$ cat config.mk
export PLATFORM = sky130hd
export DESIGN_NAME = control_unit
export DESIGN_NICKNAME = d
export VERILOG_FILES = /design/src/rtl/cu_pkg.sv /design/src/rtl/cu_decode.sv /design/src/rtl/control_unit.sv
export SDC_FILE = /design/constraint.sdc
export NUM_CORES = 1
export LEC_CHECK = 0
export ABC_AREA = 1
export BUFFER_PORTS_ARGS = -buffer_cell sky130_fd_sc_hd__buf_2
export CAP_MARGIN = 20
export CORE_MARGIN = 4
export CORE_UTILIZATION = 45
export CTS_CLUSTER_SIZE = 12
export DETAILED_ROUTE_END_ITERATION = 16
export PLACE_DENSITY = 0.78
export SYNTH_ARGS = -nofsm -noshare
export SYNTH_HDL_FRONTEND = slang
export SYNTH_SLANG_ARGS = --single-unit
$ cat constraint.sdc
create_clock -name clk -period 1.5 [get_ports clk]
set_input_delay 0.15 -clock clk [delete_from_list [all_inputs] [get_ports clk]]
set_output_delay 0.15 -clock clk [all_outputs]
set_load 0.02 [all_outputs]
$ cat src/rtl/cu_pkg.sv
// cu_pkg: shared types and constants for the control_unit sequencer.
// Instruction layout: opcode IR[15:9], literal IR[7:0]; IR[8] unused.
package cu_pkg;

    typedef enum logic [1:0] {IDLE, FETCH, EXEC, HALT} state_e;

    typedef logic [6:0] opcode_t;

    localparam int OP_MSB  = 15;
    localparam int OP_LSB  = 9;
    localparam int LIT_MSB = 7;

    // Opcode field positions within the 7-bit opcode
    localparam int OP_CLASS  = 6;
    localparam int OP_LOAD_B = 5;
    localparam int OP_LOAD_A = 4;
    localparam int OP_SEL_B  = 3;

    localparam logic [1:0] CLS_JUMP = 2'b10;
    localparam logic [1:0] CLS_HALT = 2'b11;

    localparam logic [2:0] ALU_ADD = 3'd0;
    localparam logic [2:0] ALU_SUB = 3'd1;
    localparam logic [2:0] ALU_AND = 3'd2;
    localparam logic [2:0] ALU_OR  = 3'd3;
    localparam logic [2:0] ALU_XOR = 3'd4;
    localparam logic [2:0] ALU_NOT = 3'd5;
    localparam logic [2:0] ALU_SHL = 3'd6;
    localparam logic [2:0] ALU_SHR = 3'd7;

    localparam logic [2:0] J_JMP = 3'd0;
    localparam logic [2:0] J_JEQ = 3'd1;
    localparam logic [2:0] J_JNE = 3'd2;
    localparam logic [2:0] J_JGT = 3'd3;
    localparam logic [2:0] J_JLT = 3'd4;
    localparam logic [2:0] J_JGE = 3'd5;
    localparam logic [2:0] J_JLE = 3'd6;
    localparam logic [2:0] J_JCR = 3'd7;

    // Status register order is {C,N,Z}
    localparam int F_Z = 0;
    localparam int F_N = 1;
    localparam int F_C = 2;

    function automatic logic cond_met(input logic [2:0] cond, input logic [2:0] f);
        logic z, n, c;
        z = f[F_Z];
        n = f[F_N];
        c = f[F_C];
        case (cond)
            J_JMP:   cond_met = 1'b1;
            J_JEQ:   cond_met = z;
            J_JNE:   cond_met = !z;
            J_JGT:   cond_met = !z && !n;
            J_JLT:   cond_met = n;
            J_JGE:   cond_met = !n;
            J_JLE:   cond_met = z || n;
            default: cond_met = c;
        endcase
    endfunction

endpackage

$ cat src/rtl/cu_decode.sv
// cu_decode: combinational opcode decode into datapath controls and jump/halt flags.
module cu_decode
    import cu_pkg::*;
(
    input  logic [6:0] op_i,
    input  logic [2:0] flags_i,
    output logic       load_a_o,
    output logic       load_b_o,
    output logic       sel_b_o,
    output logic [2:0] alu_op_o,
    output logic       take_jump_o,
    output logic       is_halt_o
);

    logic is_alu;
    logic is_jump;

    assign is_alu      = !op_i[OP_CLASS];
    assign is_jump     = op_i[6:5] == CLS_JUMP;
    assign is_halt_o   = op_i[6:5] == CLS_HALT;
    assign load_a_o    = is_alu && op_i[OP_LOAD_A];
    assign load_b_o    = is_alu && op_i[OP_LOAD_B];
    assign sel_b_o     = op_i[OP_SEL_B];
    assign alu_op_o    = op_i[2:0];
    assign take_jump_o = is_jump && cond_met(op_i[2:0], flags_i);

endmodule

$ cat src/rtl/control_unit.sv
// control_unit: multi-cycle fetch/exec sequencer for the 8-bit accumulator datapath.
// Define CU_WATCHDOG_EN to add a fetch timeout that halts with a sticky fetch_err.
module control_unit
    import cu_pkg::*;
#(
    parameter int FETCH_TIMEOUT = 15
) (
    input  logic        clk,
    input  logic        reset,
    output logic        imem_req,
    input  logic        imem_ack,
    input  logic [15:0] instr,
    input  logic        alu_z,
    input  logic        alu_n,
    input  logic        alu_c,
    output logic        load_a,
    output logic        load_b,
    output logic        sel_b,
    output logic [2:0]  alu_op,
    output logic [7:0]  k,
    output logic        pc_inc,
    output logic        pc_load,
    output logic [7:0]  pc_target,
    output logic [2:0]  flags,
    output logic        halted,
    output logic        fetch_err
);

    state_e      state_q, state_d;
    logic [15:0] ir_q, ir_d;
    logic [2:0]  flags_q, flags_d;
    logic        exec;
    logic        dec_load_a, dec_load_b, dec_take, dec_halt;

    cu_decode u_decode (
        .op_i       (ir_q[OP_MSB:OP_LSB]),
        .flags_i    (flags_q),
        .load_a_o   (dec_load_a),
        .load_b_o   (dec_load_b),
        .sel_b_o    (sel_b),
        .alu_op_o   (alu_op),
        .take_jump_o(dec_take),
        .is_halt_o  (dec_halt)
    );

`ifdef CU_WATCHDOG_EN
    localparam int CW = (FETCH_TIMEOUT < 16) ? 4 : $clog2(FETCH_TIMEOUT + 1);
    logic [CW-1:0] cnt_q, cnt_d;
    logic          err_q, err_d;
    logic          timeout;

    assign timeout   = cnt_q == CW'(FETCH_TIMEOUT - 1);
    assign fetch_err = err_q;
`else
    assign fetch_err = 1'b0;
`endif

    always_comb begin
        state_d = state_q;
        ir_d    = ir_q;
        flags_d = flags_q;
`ifdef CU_WATCHDOG_EN
        cnt_d   = (state_q == FETCH) ? cnt_q + 1'b1 : '0;
        err_d   = err_q;
`endif
        case (state_q)
            IDLE: state_d = FETCH;
            FETCH: begin
                if (imem_ack) begin
                    ir_d    = instr;
                    state_d = EXEC;
                end
`ifdef CU_WATCHDOG_EN
                else if (timeout) begin
                    state_d = HALT;
                    err_d   = 1'b1;
                end
`endif
            end
            EXEC: begin
                state_d = dec_halt ? HALT : FETCH;
                flags_d = ir_q[OP_MSB] ? flags_q : {alu_c, alu_n, alu_z};
            end
            default: state_d = HALT;
        endcase
    end

    always_ff @(posedge clk or posedge reset) begin
        if (reset) begin
            state_q <= IDLE;
            ir_q    <= '0;
            flags_q <= '0;
`ifdef CU_WATCHDOG_EN
            cnt_q   <= '0;
            err_q   <= 1'b0;
`endif
        end else begin
            state_q <= state_d;
            ir_q    <= ir_d;
            flags_q <= flags_d;
`ifdef CU_WATCHDOG_EN
            cnt_q   <= cnt_d;
            err_q   <= err_d;
`endif
        end
    end

    assign exec      = state_q == EXEC;
    assign imem_req  = state_q == FETCH;
    assign halted    = state_q == HALT;
    assign load_a    = exec && dec_load_a;
    assign load_b    = exec && dec_load_b;
    assign pc_load   = exec && dec_take;
    assign pc_inc    = exec && !dec_take && !dec_halt;
    assign k         = ir_q[LIT_MSB:0];
    assign pc_target = ir_q[LIT_MSB:0];
    assign flags     = flags_q;

endmodule

==> impl_metrics.csv <==
group,metric,value,unit
cells_and_area,final_nets,166,
synthesis,synth-seq-cells,20,
clock_network,h-tree-depth,1,
synthesis,synth_commonest_cells,"buf_4, dfrtp_1, nor2_1",
clock_network,insertion_delay,0.29,ns
worst_setup_path,r2r_end,"ir_q[5]",
clock_network,cts_sinks,20,
worst_setup_path,crit_arrival,1.36,ns
min_path,holdPathEnd,"ir_q[4]",
timing,setup_viol,1,
grt,grt_pass1_wl,3.23,mm
die,fp.dieArea,3220,um2
drt,viasPerCell,4.54,
drt,wl_per_cell,11.6,um
power,power.leakage,0.000790,uW
die,core,2230,um2
drt,postRouteAntennaNets,0,
drt,num_vias,777,
min_path,holdPathStages,2,
status,status,"finished, violations left",
cells_and_area,area_growth,21.1,%
synthesis,synth.distinct_cells,17,
timing,fin_ws,-0.0118,ns
synthesis,yosysWarnings,0,
die,io_pins,52,
clock_network,cts_made_buffers,3,
status,violations,"setup timing",
grt,antenna_found_initial,0,
placed_design,gp_congestion,0.742,
clock_network,cts_max_path_buffers,2,
worst_setup_path,criticalPathCategory,"flip-flop to output pin",
timing,fin_crit_sh,1.01,
worst_setup_path,critical_path.endpoint_type,"output pin",
placed_design,io_buffers,49,
power,power_density,804,nW/um2
grt,grt-ovfl-total,0,
worst_setup_path,required,1.35,ns
worst_setup_path,ff2ff_path_depth,5,
power,power,1040,uW
drt,drtIter0Drc,4,
cells_and_area,fin_util,0.579,
run,cap_violations,0,
timing,finalHoldViolCount,0,
drt,dr.pass1.iters,4,
worst_setup_path,timing.rr.start,"state_q[1]",
die,rows,17,
synthesis,ys.flop_type,"dfrtp_1",
synthesis,postSynthAreaPerCell,9.89,um2
clock_network,cts_tree,"built",
timing,rsz0062_at_grt,"yes",
drt,remaining_drc_errors,0,
worst_setup_path,r2r_slack,0.21,ns
drt,routed_wl,1.99,mm
cells_and_area,stdcell_count,171,
placed_design,hpwl,1.53,mm
worst_setup_path,startpoint_type,"flip-flop",
synthesis,synthTopCellsByArea,"dfrtp_1, buf_4, mux2_4",
timing,fin_skew,0.00235,ns
synthesis,synth_edf_count,0,
cells_and_area,num_antenna_cells,0,
die,die_y,56.7,um
synthesis,yosysSeqAreaShare,0.468,
power,ir_drop,0.000733,V
synthesis,async_flop_share,1.00,
timing,finalSetupTns,-0.0118,ns
timing,fin_crit,1.51,ns
die,die_w,56.7,um
synthesis,synthCells,108,
min_path,min_from,"instr[4]",
clock_network,clockRootBuffer,"clkbuf_4",
timing,finalMaxSlewViolations,0,
die,start_util,0.478,
min_path,hp-class,"input port to flip-flop",
grt,grt_max_degree,22,
cells_and_area,drive_gt1_frac,0.531,
placed_design,placedCellCount,164,
worst_setup_path,critPathMaxFanout,4,
synthesis,syn_area,1070,um2
grt,grt_usage,0.127,
timing,tightest_slew,0.733,ns
synthesis,yosys.area.top_type,"dfrtp_1",
timing,max_slew_margin,0.511,
clock_network,path_clk_slew,0.11,ns
timing,fmax,661,MHz
grt,grt_pass1_vias,795,
synthesis,synth_top_area_frac,0.468,
synthesis,syn_nets,130,
==> per-stage QoR <==
step / area (um2) / setup WS, ns / hold WS (ns)
6_report: 1290 / -0.0118 / 0.0809
5_1_grt: 1290 / -0.117 / 0.0619
4_1_cts: 1290 / 0.00558 / 0.0703
3_5_place_dp: 1200 / 0.259 / 0.314
3_3_place_gp: 1200 / 0.287 / 0.296
2_1_floorplan: 1070 / 0.209 / 0.114
==> state kept, by name (all words and copies together) (netlist names) <==
name	flops
flags	3
ir_q	15
state_q	2
==> worst max-delay path by stage <==
stage                    to  cells past startpoint       start  slack [ns]
floorplan            pc_inc                      6    flags[1]        0.21
global placement    ir_q[7]                      5  state_q[0]        0.29
detailed placement  ir_q[7]                      5  state_q[0]        0.26
CTS                 pc_load                      7    ir_q[11]       0.006
global route        pc_load                      7    ir_q[11]       -0.12
finish              pc_load                      7    ir_q[11]       -0.01
==> timing repair <==
item	in CTS	in global routing
hold buffers	1	0
gates cloned	0	0
setup endpoints to repair	4	4
hold endpoints to repair	20	0
setup buffers	2	0
resized for setup	7	1
==> logic make-up after synthesis <==
logic type,count (synthesis),synth area share
AOI/OAI and AO/OA,13,0.0609
buffers and inverters,34,0.198
DFF,20,0.468
muxes,11,0.151
other,1,0.00351
and+or+nand+nor,29,0.118
==> cells in the final DEF (no fill, tap or decap), drive strengths merged <==
master / instances
nand2: 11
conb: 1
dlygate4sd3: 1
clkbuf: 3
nor2: 16
a21oi: 9
bufinv: 1
mux2: 11
inv: 12
o21ai: 4
dfrtp: 20
buf: 52
nand3: 2
==> cell type report <==
cell class / count / area [um2]
multi-input cells: 54 / 365
clock buffers: 3 / 22.5
inverters: 12 / 45.0
clock inverters: 1 / 30.0
flip-flops and latches: 20 / 500
repair buffers: 53 / 295
well taps: 28 / 35.0
fillers: 216 / 940
==> metal layers <==
layer | GRT usage | routed length [um] | share of wire
met5 | 0 | 0 | 0
met4 | 0.0397 | 16 | 0.0081
met3 | 0.0322 | 133 | 0.067
met2 | 0.241 | 1070 | 0.54
met1 | 0.134 | 766 | 0.39
==> critical path, stage by stage, from the launching register on <==
cell and delay (ns):
dfrtp_1 0.45, inv_2 0.06, o21ai_1 0.12, nand2_1 0.08
nand3_2 0.08, nand2_1 0.05, nor2_1 0.09, buf_4 0.14
==> power breakdown <==
group	internal [uW]	switching, uW
combinational	28.7	33.1
clock	270	162
sequential	543	3.29
(Power assumes the default switching activity.)
